--- src/rtl/tnn_seq_threshold_neuron.sv ---
// Streaming threshold neuron: accumulates signed +/-1-weighted channel sums per frame and emits (acc > THRESH).
// Optional macro TNN_ACC_SAT_EN: saturate the accumulator instead of wrapping modulo 2^ACC_W.
module tnn_seq_threshold_neuron #(
    parameter int               NCH       = 5,
    parameter int               W         = 3,
    parameter logic [NCH-1:0]   POS_MASK  = 5'b10110,
    parameter int               ACC_W     = 12,
    parameter int               THRESH    = 0,
    parameter int               MAX_BEATS = 16
) (
    input  logic             clk,
    input  logic             rst_n,
    input  logic             in_valid,
    output logic             in_ready,
    input  logic [NCH*W-1:0] in_data,
    input  logic             in_last,
    output logic             out_valid,
    input  logic             out_ready,
    output logic             out_bit,
    output logic             out_trunc
);

    localparam int                      CNT_W    = $clog2(MAX_BEATS + 1);
    localparam logic signed [ACC_W-1:0] THRESH_S = ACC_W'(THRESH);
    localparam logic [CNT_W-1:0]        LAST_CNT = CNT_W'(MAX_BEATS - 1);
    localparam logic [0:0]              ST_ACCUM = 1'b0;
    localparam logic [0:0]              ST_HOLD  = 1'b1;

    logic [0:0]              state;
    logic signed [ACC_W-1:0] acc;
    logic [CNT_W-1:0]        beat_cnt;
    logic signed [ACC_W-1:0] beat_sum;
    logic signed [ACC_W-1:0] acc_next;
    logic                    accept;
    logic                    frame_end;

    function automatic logic signed [ACC_W-1:0] acc_add(
        input logic signed [ACC_W-1:0] a,
        input logic signed [ACC_W-1:0] b
    );
`ifdef TNN_ACC_SAT_EN
        logic [ACC_W:0] wide;
        wide = {a[ACC_W-1], a} + {b[ACC_W-1], b};
        // Sign bits disagree only when the true sum left the ACC_W range.
        if (wide[ACC_W] != wide[ACC_W-1])
            acc_add = wide[ACC_W] ? {1'b1, {(ACC_W-1){1'b0}}} : {1'b0, {(ACC_W-1){1'b1}}};
        else
            acc_add = wide[ACC_W-1:0];
`else
        acc_add = a + b;
`endif
    endfunction

    always_comb begin : beat_sum_calc
        logic signed [ACC_W-1:0] ch;
        beat_sum = '0;
        ch       = '0;
        for (int i = 0; i < NCH; i++) begin
            ch = ACC_W'(in_data[i*W +: W]);
            if (POS_MASK[i])
                beat_sum = beat_sum + ch;
            else
                beat_sum = beat_sum - ch;
        end
    end

    // Input stalls only while a finished result is waiting to be consumed.
    assign in_ready  = rst_n && ((state == ST_ACCUM) || out_ready);
    assign accept    = in_valid && in_ready;
    assign frame_end = in_last || (beat_cnt == LAST_CNT);
    assign acc_next  = acc_add(acc, beat_sum);

    always_ff @(posedge clk) begin
        if (!rst_n) begin
            state     <= ST_ACCUM;
            acc       <= '0;
            beat_cnt  <= '0;
            out_valid <= 1'b0;
            out_bit   <= 1'b0;
            out_trunc <= 1'b0;
        end else begin
            if (state == ST_HOLD && out_ready) begin
                out_valid <= 1'b0;
                state     <= ST_ACCUM;
            end
            // A frame-ending beat overrides the retire above, giving back-to-back results.
            if (accept) begin
                if (frame_end) begin
                    out_bit   <= (acc_next > THRESH_S);
                    out_trunc <= !in_last;
                    out_valid <= 1'b1;
                    acc       <= '0;
                    beat_cnt  <= '0;
                    state     <= ST_HOLD;
                end else begin
                    acc      <= acc_next;
                    beat_cnt <= beat_cnt + CNT_W'(1);
                end
            end
        end
    end

endmodule

--- config.mk ---
export PLATFORM = sky130hd
export DESIGN_NAME = tnn_seq_threshold_neuron
export DESIGN_NICKNAME = d
export VERILOG_FILES = /design/src/rtl/tnn_seq_threshold_neuron.sv
export SDC_FILE = /design/constraint.sdc
export NUM_CORES = 1
export LEC_CHECK = 0
export CAP_MARGIN = 20
export CELL_PAD_IN_SITES_DETAIL_PLACEMENT = 0
export CELL_PAD_IN_SITES_GLOBAL_PLACEMENT = 1
export CORE_MARGIN = 4
export CORE_UTILIZATION = 43
export CTS_CLUSTER_DIAMETER = 150
export CTS_CLUSTER_SIZE = 12
export DETAILED_ROUTE_END_ITERATION = 10
export GPL_TIMING_DRIVEN = 0
export PLACE_DENSITY = 0.92
export SYNTH_ARGS = -nofsm -noshare
export SYNTH_HDL_FRONTEND = slang
export SYNTH_SLANG_ARGS = --single-unit
--- constraint.sdc ---
create_clock -name clk -period 5.4 [get_ports clk]
set_input_delay 1.08 -clock clk [delete_from_list [all_inputs] [get_ports clk]]
set_output_delay 1.08 -clock clk [all_outputs]
set_load 0.01 [all_outputs]
==> results.md <==
- Summed over all nets, the switching power comes to about 0.36 mW.
- The number of warnings printed during yosys synthesis is 0.
- After synthesis, the netlist uses between 40 and 50 different library cells.
- Data on the critical path arrives at its endpoint at between 5 and 6 ns.
- TritonCTS built the clock tree.
- The class of the most critical hold timing path is flop to flop.
- The maximum clock path buffer count is 2.
- The number of DRC violations after detailed routing is 0.
- The maximum level of the CTS H-tree is 1.
- The synthesis-stage register bit count is 21.
- Once the clock tree was built, the resizer swapped 0 gates to a different size.
- After synthesis, the largest area contributor takes up a little over a fifth of total cell area.
- The multiplexer fraction of the synthesized cell area is 0%.
- Counting the buffers created by CTS gives 3.
- The remaining antenna violation count is 0.
- The repair_antennas step left the layout with diodes totalling 0.
- The net count reported at finish is 341.
- STA puts the critical path data required time at 5.54 ns.
- Across all layers, the routed design uses 1642 vias.
- In the global route stage, met3 resource usage came out at between 2 and 3%.
- Counting the fill cells in the layout gives roughly 450.
- The critical path in this run is classified as primary input to flop.
- The fraction of the mapped netlist area in compound gates is approximately 14%.
- The violation count after the first detailed-routing iteration is 74.
- After floorplanning, the core was sized to cover around 4500 um2.
- The die is 77.2 um tall.
- The largest single stage delay on the critical path is ~0.49 ns.
- Leaving out fill and tap cells, the most frequent cell in the layout is inv_1.
- STA classifies the critical path startpoint as a primary input.
- After Yosys synthesis, XOR and XNOR cells account for under 10% of the synthesized area.
- Of all nets on the critical path, the largest fanout is 3.
- The initial antenna violation count was 0.
- Summed over all layers, the routed wires come to 3.64 mm.
- Pin placement for this block handled 24 I/O pins.
- The cell repeated most along the worst path is inv_1.
- The largest area contributor in the synthesized netlist is ha_1.
- The first global-routing pass estimated 6.92 mm of wire.
- In this run the clock root is driven by a clkbuf_8.
- The hold violation total from the final report came to 0.
- The library cells used most frequently in the layout, excluding fill and tap cells, are inv_1 (54), ha_1 (36), nor2_1 (25).
- Setup repair after global routing left no endpoint under its margin.
- Counting every instance in the synthesized netlist gives between 200 and 250.
- The headroom to the max-slew limit is 52.8%.
- The switching part of the total power is about 44%.
- The number of port buffers is 23.
- Entering global routing, the biggest net connects 13 pins.
- The summed negative setup slack over all endpoints is 0 ns.
- After global routing the overflow that remains totals 0.
- In the global route stage, met2 resource usage came out at a little under a quarter.
- The area of the mapped netlist is approximately 2100 um2.
- For this run, asynchronously set or reset flops after synthesis account for 0%.
- The signal on the critical path passes through clkdlybuf4s50_1 > inv_1 > ha_1 > xor2_1 > fa_1 > inv_1 > fa_1 > inv_1 > fa_1 > inv_1 > ha_1 > inv_1 > fa_1 > nand2b_4 > a211oi_4 > nor4_1 > a311oi_1 > a2bb2oi_1 > nor2_1.
- Compared with the post-synthesis result, the final layout area differs by 17.4%.
- The number of clock sinks is 21.
- VDD sags by at most 172 uV.
- The total nets after synthesis is between 300 and 400.
- After clock tree synthesis, the clock-pin slew on the worst setup and hold paths is 0.08 ns.
- The overall routing resource usage is between 10% and 20%.
- Of the total synthesized cell area, the portion taken by AND, OR, NAND and NOR gates is 15.4%.
- The fraction of the mapped netlist area in adder cells is between 30 and 40%.
- Subtracting the final worst setup slack from the clock period gives 5.12 ns.
- The power per unit of standard cell area is around 340 nW/um2.
- The global routing stage identified its most utilized layer as met2.
- Once the floorplan was initialized, standard cells occupied ~46% of the core.
- By area, the combinational part of the netlist is dominated by adder cells.
- The post-CTS setup-driven buffer insertion count is 0.
- The via count of the first global-routing pass came to ~1700.
- The internal power of the cells totals between 0.4 and 0.5 mW.
- Setup violations remaining at the end of the flow were counted as 0.
- Sequential elements use between 20% and 30% of the synthesized area.
- The floorplan row count is 24.
- Before antenna repair, the detailed router went through 4 iterations.
- The prevailing post-synth register cell is dfxtp_1.
- The run finished with clean final reports.
- In the finished design, the share of the clock period the worst path needs comes to ~95%.
- Clock latency on the worst-skew pair, taken at its later pin, is 0.26 ns.
- After synthesis, the cell types taking the most area are ha_1 (22%), dfxtp_1 (20%), fa_1 (12%).
- The sequential group share of total power is ~22%.
- The slowest cell on the critical path is clkdlybuf4s50_1.
- The area enclosed by the die boundary is 5960 um2.
- The routed length per instance is ~11 um.
- In the routed layout, each cell is associated on average with a via count of between 5 and 6.
- The clock network burns approximately an eighth of the power.
- The total power consumption of the routed design is just over 0.8 mW.
- The worst slack at placement is -0.184 ns.
- A synthesized cell averages between 8 and 9 um2.
- The minimum setup slack in the final design is 0.280 ns.
- The total of max-cap violations is 0.
- The fraction of layout instances using a drive strength above 1 is 6.99%.
- The global placement routability congestion is between 0.7 and 0.8.
- The category of the worst setup path capture point is a flop.
- The fmax is around 200 MHz.
- In the global route stage, met1 resource usage came out at approximately 17%.
- Combinational logic is responsible for 65.9% of the overall power.
- The number of slew-limit violations in the final report is 0.
- For the pin with the worst max-slew slack, the measured transition is approximately 0.7 ns.
- The number of synthesized flops with an enable pin is 0.
- Summed over all cells, the static leakage comes to roughly 1.1 nW.
- The HPWL after detailed placement is 3.13 mm.
- The die is roughly 77 um wide.
- The clock skew after layout is about 0.0023 ns.
- The number of buffers inserted by hold repair at cts is 0.
kinds of logic after synthesis:
kind of cell | Yosys count
buffers and inverters | 61
AND/OR/NAND/NOR | 63
adder cells (fa/ha/maj) | 48
XOR/XNOR | 13
AO/OA/AOI/OAI | 39
flip-flops | 21
path summary, 6_finish.rpt:
kind | from | end | slack [ns] | depth (start not counted)
worst min-delay path | state | out_valid | 0.48 | 1
worst max-delay path | in_data[1] | acc[8] | 0.28 | 19
worst min register to register | state | out_valid | 0.48 | 1
worst max register to register | acc[2] | acc[8] | 1.54 | 16
power by group through the flow:
| stage | logic (mW) | registers [mW] | clock network [mW] |
|---|---|---|---|
| 2_1_floorplan | 0.417 | 0.180 | 0 |
| 3_3_place_gp | 0.516 | 0.182 | 0 |
| 3_5_place_dp | 0.528 | 0.182 | 0 |
| 4_1_cts | 0.531 | 0.179 | 0.105 |
| 5_1_grt | 0.626 | 0.180 | 0.113 |
| 6_report | 0.542 | 0.178 | 0.102 |
layout make-up:
class | instances | area, um2 | area share (%)
clock buffers | 3 | 41.3 | 1.71
multi-input cells | 163 | 1420 | 58.5
repair buffers | 23 | 233 | 9.62
plain buffers | 6 | 32.5 | 1.34
clock inverters | 1 | 5.00 | 0.207
flip-flops and latches | 21 | 420 | 17.4
well taps | 52 | 65.1 | 2.69
inverters | 55 | 206 | 8.53
registers in the layout (all words and copies together), names as in the netlist:
| register | cells |
|---|---|
| acc | 12 |
| beat_cnt | 5 |
| out_bit | 1 |
| out_trunc | 1 |
| out_valid | 1 |
| state | 1 |
metrics by stage:
stage,instances,hold slack [ns],utilization (%),area (um2)
detailed placement,320,0.470,52.3,2360
global placement,320,0.448,52.3,2360
global route,324,0.507,53.7,2420
floorplan,245,0.430,-,2060
finish,324,0.479,53.7,2420
CTS,324,0.482,53.3,2400
worst max-delay path, delay by kind of cell:
family / cells / cell delay (ns)
buf+inv: 6 / 0.75
fa+ha+maj: 6 / 2.14
compound gates: 3 / 0.82
simple gates: 3 / 0.29
xor+xnor: 1 / 0.17
synth_stat cells (2+ instances only):
library cell,n
inv_1,54
a2bb2oi_1,2
nand2b_1,2
and3_1,2
o22ai_1,2
a211oi_1,2
nand2_1,6
nor3_1,8
clkbuf_1,3
buf_2,2
xnor2_1,5
a21oi_1,15
a22oi_1,4
fa_1,12
dfxtp_1,21
ha_1,36
nor2_1,25
nand3_1,8
xor2_1,8
per-layer routing:
| metal | wire, um | share of wire, % | vias to the layer above |
|---|---|---|---|
| li1 | - | - | 860 |
| met1 | 1710 | 47 | 748 |
| met2 | 1760 | 48 | 32 |
| met3 | 147 | 4.0 | 2 |
| met4 | 17 | 0.47 | 0 |
| met5 | 0 | 0 | - |
Note: power is estimated with default switching activity, not from simulation.
